## config.mk

```make
export PLATFORM = sky130hd
export DESIGN_NAME = bus_uart_tx
export DESIGN_NICKNAME = d
export VERILOG_FILES = /design/src/rtl/bus_uart_tx.sv
export SDC_FILE = /design/constraint.sdc
export NUM_CORES = 1
export LEC_CHECK = 0
export ABC_AREA = 1
export BUFFER_PORTS_ARGS = -buffer_cell sky130_fd_sc_hd__buf_2
export CELL_PAD_IN_SITES_DETAIL_PLACEMENT = 1
export CELL_PAD_IN_SITES_GLOBAL_PLACEMENT = 1
export CORE_MARGIN = 2
export CORE_UTILIZATION = 40
export CTS_CLUSTER_DIAMETER = 200
export DETAILED_ROUTE_END_ITERATION = 10
export PLACE_DENSITY_LB_ADDON = 0.1
export REMOVE_ABC_BUFFERS = 1
export SYNTH_ARGS = -nofsm -noshare
export SYNTH_HDL_FRONTEND = slang
export SYNTH_SLANG_ARGS = --single-unit
```

## constraint.sdc

```tcl
create_clock -name clock -period 4.25 [get_ports clock]
set_input_delay 0.425 -clock clock [delete_from_list [all_inputs] [get_ports clock]]
set_output_delay 0.425 -clock clock [all_outputs]
set_load 0.1 [all_outputs]
```

## src/rtl/bus_uart_tx.sv

```systemverilog
// bus_uart_tx: memory-mapped 8N1 UART transmitter on the CPU data bus.
//
// The CPU writes bytes into a TX FIFO. A bit-serial shifter drains the FIFO
// onto the tx pin, holding each bit for a programmable number of clock cycles.
//
// Ports:
//   clock       rising-edge clock shared with the CPU and RAM
//   reset       asynchronous active-low reset
//   bus_sel     decoder select; this block owns the current bus cycle
//   bus_addr    word address; only [1:0] are decoded
//   bus_data_r  registered read data; zero when not selected or on writes
//   bus_data_w  write data
//   bus_mask_w  byte write enables; all-zero means read
//   tx          serial output, idle high
//   busy        high while the FIFO holds data or a frame is in progress
//
// Register map (word offset):
//   0 TXDATA   write mask[0]=1 pushes data[7:0]; reads 0
//   1 STATUS   {count[8+:CW], overflow, busy, empty, full}; write data[3]=1 clears overflow
//   2 DIVISOR  clock cycles per bit, byte-lane writable
//   3 reserved
module bus_uart_tx #(
    parameter int unsigned DEPTH     = 8,
    parameter int unsigned DIV_WIDTH = 16,
    parameter int unsigned DIV_RESET = 434
) (
    input  logic        clock,
    input  logic        reset,
    input  logic        bus_sel,
    input  logic [29:0] bus_addr,
    output logic [31:0] bus_data_r,
    input  logic [31:0] bus_data_w,
    input  logic [3:0]  bus_mask_w,
    output logic        tx,
    output logic        busy
);

    localparam int unsigned AW = $clog2(DEPTH);
    localparam int unsigned CW = AW + 1;

    typedef enum logic [1:0] {StIdle, StStart, StData, StStop} state_e;

    // FIFO storage and bookkeeping
    logic [7:0]           r_mem [DEPTH];
    logic [AW-1:0]        r_rd_ptr;
    logic [AW-1:0]        r_wr_ptr;
    logic [CW-1:0]        r_count;
    logic                 r_overflow;
    logic [DIV_WIDTH-1:0] r_div;
    logic [31:0]          r_rdata;

    // Shifter
    state_e               r_state;
    logic                 r_tx;
    logic [7:0]           r_shift;
    logic [2:0]           r_bit;
    logic [DIV_WIDTH-1:0] r_cyc;
    logic [DIV_WIDTH-1:0] r_period;

    logic        w_wr;
    logic        w_rd;
    logic        w_push;
    logic        w_pop;
    logic        w_accept;
    logic        w_clr_ovf;
    logic        w_div_wr;
    logic        w_full;
    logic        w_empty;
    logic        w_busy;
    logic        w_bit_end;
    logic [31:0] w_status;
    logic [31:0] w_rdata;
    logic        w_unused;

    assign w_wr      = bus_sel && (bus_mask_w != 4'b0000);
    assign w_rd      = bus_sel && (bus_mask_w == 4'b0000);
    assign w_push    = w_wr && (bus_addr[1:0] == 2'd0) && bus_mask_w[0];
    assign w_clr_ovf = w_wr && (bus_addr[1:0] == 2'd1) && bus_mask_w[0] && bus_data_w[3];
    assign w_div_wr  = w_wr && (bus_addr[1:0] == 2'd2);

    assign w_full  = (r_count == CW'(DEPTH));
    assign w_empty = (r_count == '0);
    // The shifter takes the head byte on the cycle it sits idle with data waiting.
    assign w_pop    = (r_state == StIdle) && !w_empty;
    // A full FIFO can still take a byte if the head leaves in the same cycle.
    assign w_accept = w_push && (!w_full || w_pop);

    assign w_busy    = (r_state != StIdle) || !w_empty;
    assign w_bit_end = (r_cyc == r_period - DIV_WIDTH'(1));

    // Upper address bits and unused data bits are don't-care for this slave.
    assign w_unused = ^{bus_addr[29:2], bus_data_w};

    // ------------------------------------------------------------------
    // FIFO
    // ------------------------------------------------------------------
    always_ff @(posedge clock) begin
        if (w_accept) begin
            r_mem[r_wr_ptr] <= bus_data_w[7:0];
        end
    end

    always_ff @(posedge clock or negedge reset) begin
        if (!reset) begin
            r_rd_ptr   <= '0;
            r_wr_ptr   <= '0;
            r_count    <= '0;
            r_overflow <= 1'b0;
        end else begin
            if (w_accept) begin
                r_wr_ptr <= r_wr_ptr + AW'(1);
            end
            if (w_pop) begin
                r_rd_ptr <= r_rd_ptr + AW'(1);
            end
            case ({w_accept, w_pop})
                2'b10:   r_count <= r_count + CW'(1);
                2'b01:   r_count <= r_count - CW'(1);
                default: r_count <= r_count;
            endcase
            // Sticky until software clears it.
            if (w_push && !w_accept) begin
                r_overflow <= 1'b1;
            end else if (w_clr_ovf) begin
                r_overflow <= 1'b0;
            end
        end
    end

    // ------------------------------------------------------------------
    // Divisor register, byte-lane writable
    // ------------------------------------------------------------------
    always_ff @(posedge clock or negedge reset) begin
        if (!reset) begin
            r_div <= DIV_WIDTH'(DIV_RESET);
        end else if (w_div_wr) begin
            for (int i = 0; i < int'(DIV_WIDTH); i++) begin
                if (bus_mask_w[i / 8]) begin
                    r_div[i] <= bus_data_w[i];
                end
            end
        end
    end

    // ------------------------------------------------------------------
    // Read path: registered, zero unless a read is addressed to us
    // ------------------------------------------------------------------
    always_comb begin
        w_status          = '0;
        w_status[0]       = w_full;
        w_status[1]       = w_empty;
        w_status[2]       = w_busy;
        w_status[3]       = r_overflow;
        w_status[8 +: CW] = r_count;
    end

    always_comb begin
        w_rdata = '0;
        case (bus_addr[1:0])
            2'd1:    w_rdata = w_status;
            2'd2:    w_rdata[DIV_WIDTH-1:0] = r_div;
            default: w_rdata = '0;
        endcase
    end

    always_ff @(posedge clock or negedge reset) begin
        if (!reset) begin
            r_rdata <= '0;
        end else if (w_rd) begin
            r_rdata <= w_rdata;
        end else begin
            r_rdata <= '0;
        end
    end

    // ------------------------------------------------------------------
    // Shifter FSM: START, 8 DATA bits LSB first, STOP; each bit lasts r_period
    // ------------------------------------------------------------------
    always_ff @(posedge clock or negedge reset) begin
        if (!reset) begin
            r_state  <= StIdle;
            r_tx     <= 1'b1;
            r_shift  <= '0;
            r_bit    <= '0;
            r_cyc    <= '0;
            r_period <= DIV_WIDTH'(1);
        end else begin
            case (r_state)
                StIdle: begin
                    r_tx <= 1'b1;
                    if (!w_empty) begin
                        r_shift  <= r_mem[r_rd_ptr];
                        // Latched so a mid-frame divisor write only affects later frames.
                        r_period <= (r_div == '0) ? DIV_WIDTH'(1) : r_div;
                        r_bit    <= '0;
                        r_cyc    <= '0;
                        r_tx     <= 1'b0;
                        r_state  <= StStart;
                    end
                end
                StStart: begin
                    if (w_bit_end) begin
                        r_cyc   <= '0;
                        r_tx    <= r_shift[0];
                        r_state <= StData;
                    end else begin
                        r_cyc <= r_cyc + DIV_WIDTH'(1);
                    end
                end
                StData: begin
                    if (w_bit_end) begin
                        r_cyc <= '0;
                        if (r_bit == 3'd7) begin
                            r_tx    <= 1'b1;
                            r_state <= StStop;
                        end else begin
                            r_bit   <= r_bit + 3'd1;
                            r_shift <= r_shift >> 1;
                            r_tx    <= r_shift[1];
                        end
                    end else begin
                        r_cyc <= r_cyc + DIV_WIDTH'(1);
                    end
                end
                StStop: begin
                    if (w_bit_end) begin
                        r_cyc   <= '0;
                        r_state <= StIdle;
                    end else begin
                        r_cyc <= r_cyc + DIV_WIDTH'(1);
                    end
                end
                default: begin
                    r_tx    <= 1'b1;
                    r_state <= StIdle;
                end
            endcase
        end
    end

    assign bus_data_r = r_rdata;
    assign tx         = r_tx;
    assign busy       = w_busy;

endmodule

```

==> out/qor.yml <==
htree_levels: 4
track_usage_pct: 19.5
place_ws_ns: 0.884
cts_sinks: 153
finalMaxSlewViolations: 0
cts_setup_buffers: 0
vias: 5534
drc_errors: 0
final_antenna_net_count: 0
cts_max_path_buffers: 2
pin_count: 103
max_stage_delay_ns: 0.67
cp-end-kind: "register"
period_minus_slack_ns: 3.34
seq_area_frac_synth_pct: 55.5
finClkSkew_ns: 0.0127
multi_input_area_um2: 2860
avgSynthCellArea_um2: 9.40
synth.distinct_cells: 46
core_um2: 18500
postCtsResizedCells: 0
antenna_cells: 0
dpl.hpwl_mm: 13.1
synth_ff_type: "dfrtp_1"
crit_slowest_cell: "nor2_2"
setup_ws_ns: 0.906
ir_worst_vdd_mv: 0.313
final_common_cell: "nand2_1"
crit_start: "r_state[0]"
r2r-start: "r_state[0]"
grt_pass1_wl_mm: 30.3
place_area_um2: 7860
cap_violations: 0
drive_gt1_share_pct: 15.8
grt_start_max_net_pins: 60
hold_viol_final: 0
synthesis.instances: 797
clk_pin_slew_worst_paths_ns: 0.07
ff_latch_area_um2: 4160
post-route-cell-area_um2: 8440
synth_edf_count: 64
yosysWarnings: 0
first_pass_iters: 4
cts_tree: "built"
dieHeight_um: 141
crit_type: "register to register"
antenna_found_initial: 0
total_power_mw: 5.68
min_period_over_period_pct: 78.7
gp_congestion: 0.768
whs_ns: 0.0712
fillers: 2128
hp-class: "input pin to asynchronous set/reset pin"
via_per_inst: 5.10
setup_viol: 0
status: "finished clean"
clock.fmax_mhz: 299
drt_iter0_drc: 273
worst-path-buf-inv: 4
drt-wirelength-per-cell_um: 17.0
numPortBuffers: 42
cpMostUsedCell: "inv_1"
synth_area_um2: 7490
postCtsHoldBufs: 0
dp.cells: 1054
cp.arrival_ns: 3.67
slew_headroom_pct: 38.4
root_buffer: "clkbuf_16"
cts_inserted_buffers: 17
insertion_delay_ns: 0.43
die_w_um: 141
crit_path_start_kind: "register"
instances_no_fill: 1086
start_util_pct: 40.4
final_cell_mix: "nand2_1, nor2_1, dfrtp_1, inv_1, o21ai_0"
grt_pass1_vias: 5731
wirelength_mm: 18.4
dieArea_um2: 19800
tns_ns: 0
async_flop_share_pct: 58.2
num_rows: 50
cp.required_ns: 4.58
fin_nets: 925
critPathMaxFanout: 27
powerDensity_nw_per_um2: 673
p_leak_nw: 3.70
grt-ovfl-total: 0
final_core_util_pct: 45.6
tightest_slew_ns: 0.924
path_cells: "inv_1 > ha_1 > inv_1 > nor2_2 > inv_1 > nor2_1 > ha_1 > a21oi_1 > nand2_1 > o21ai_0 > xor2_1 > inv_1"
rsz0062_at_grt: "false"
areaGrowthSynthToFinish_pct: 12.7
path_delay_family: "simple AND/OR/NAND/NOR gates"
synth_seq_cells: 153
## flip-flops by register name, indices dropped and copies added (netlist names), 4 cells and up
name	cells
r_mem	64
bus_data_r	16
r_cyc	16
r_div	16
r_period	16
r_shift	8
r_count	4
## synth_stat cells, types with 2 or more instances
master,number,area share [%]
a21oi_1,11,0.74
or2_2,7,0.58
nand3_1,26,1.7
inv_1,76,3.8
xor2_1,21,2.5
o22ai_1,22,1.8
nand3_2,3,0.40
inv_2,4,0.20
nor2_1,82,4.1
edfxtp_1,64,26
nand2_4,3,0.45
nor2_2,9,0.75
ha_1,16,2.7
dfstp_2,7,2.5
nand2_1,180,9.0
mux2_2,5,0.75
nor4_1,5,0.42
nor3_1,2,0.13
o21ai_1,4,0.27
xnor2_1,2,0.23
clkbuf_1,19,0.95
nor3_2,3,0.40
dfrtp_1,82,27
a31oi_1,7,0.58
nor2_4,7,1.1
o221ai_1,3,0.35
nand2_2,4,0.33
buf_4,16,1.6
buf_6,2,0.30
nand4_1,18,1.5
o21ai_0,72,4.8
## power breakdown
| part | internal, mW | switching (mW) |
|---|---|---|
| sequential | 1.80 | 0.265 |
| clock | 0.784 | 0.711 |
| combinational | 0.678 | 1.43 |
## final cells by class
| type | instances | share of cell area [%] |
|---|---|---|
| flip-flops and latches | 153 | 49.3 |
| clock buffers | 17 | 5.04 |
| multi-input cells | 540 | 33.9 |
| repair buffers | 46 | 2.88 |
| clock inverters | 15 | 1.79 |
| well taps | 234 | 3.47 |
| inverters | 81 | 3.60 |
## cell families after synthesis
kind of cell             synth area share, %
buffers and inverters                   6.98
other                                 0.0501
adder cells (fa/ha/maj)                 2.94
AO/OA/AOI/OAI                           9.42
multiplexers                           0.752
AND/OR/NAND/NOR                         21.4
flip-flops                              55.5
XOR/XNOR                                2.91
## final timing paths
path	endpoint	slack (ns)	cells past startpoint
worst max-delay path	r_count[3]	0.91	12
worst min-delay path	r_bit[1]	0.07	1
worst max register to register	r_count[3]	0.91	12
worst min register to register	tx	0.47	2
max in group asynchronous	r_div[4]	3.22	2
min in group clock	r_div[11]	0.20	3
## per-layer routing
layer	up-vias	wire (um)	track usage, %
met5	-	0	0
met4	0	241	5.74
met1	2746	8830	26.7
met2	63	8810	32.0
met3	20	560	3.46
li1	2705	-	-
Power figures use the tool's default switching activity.
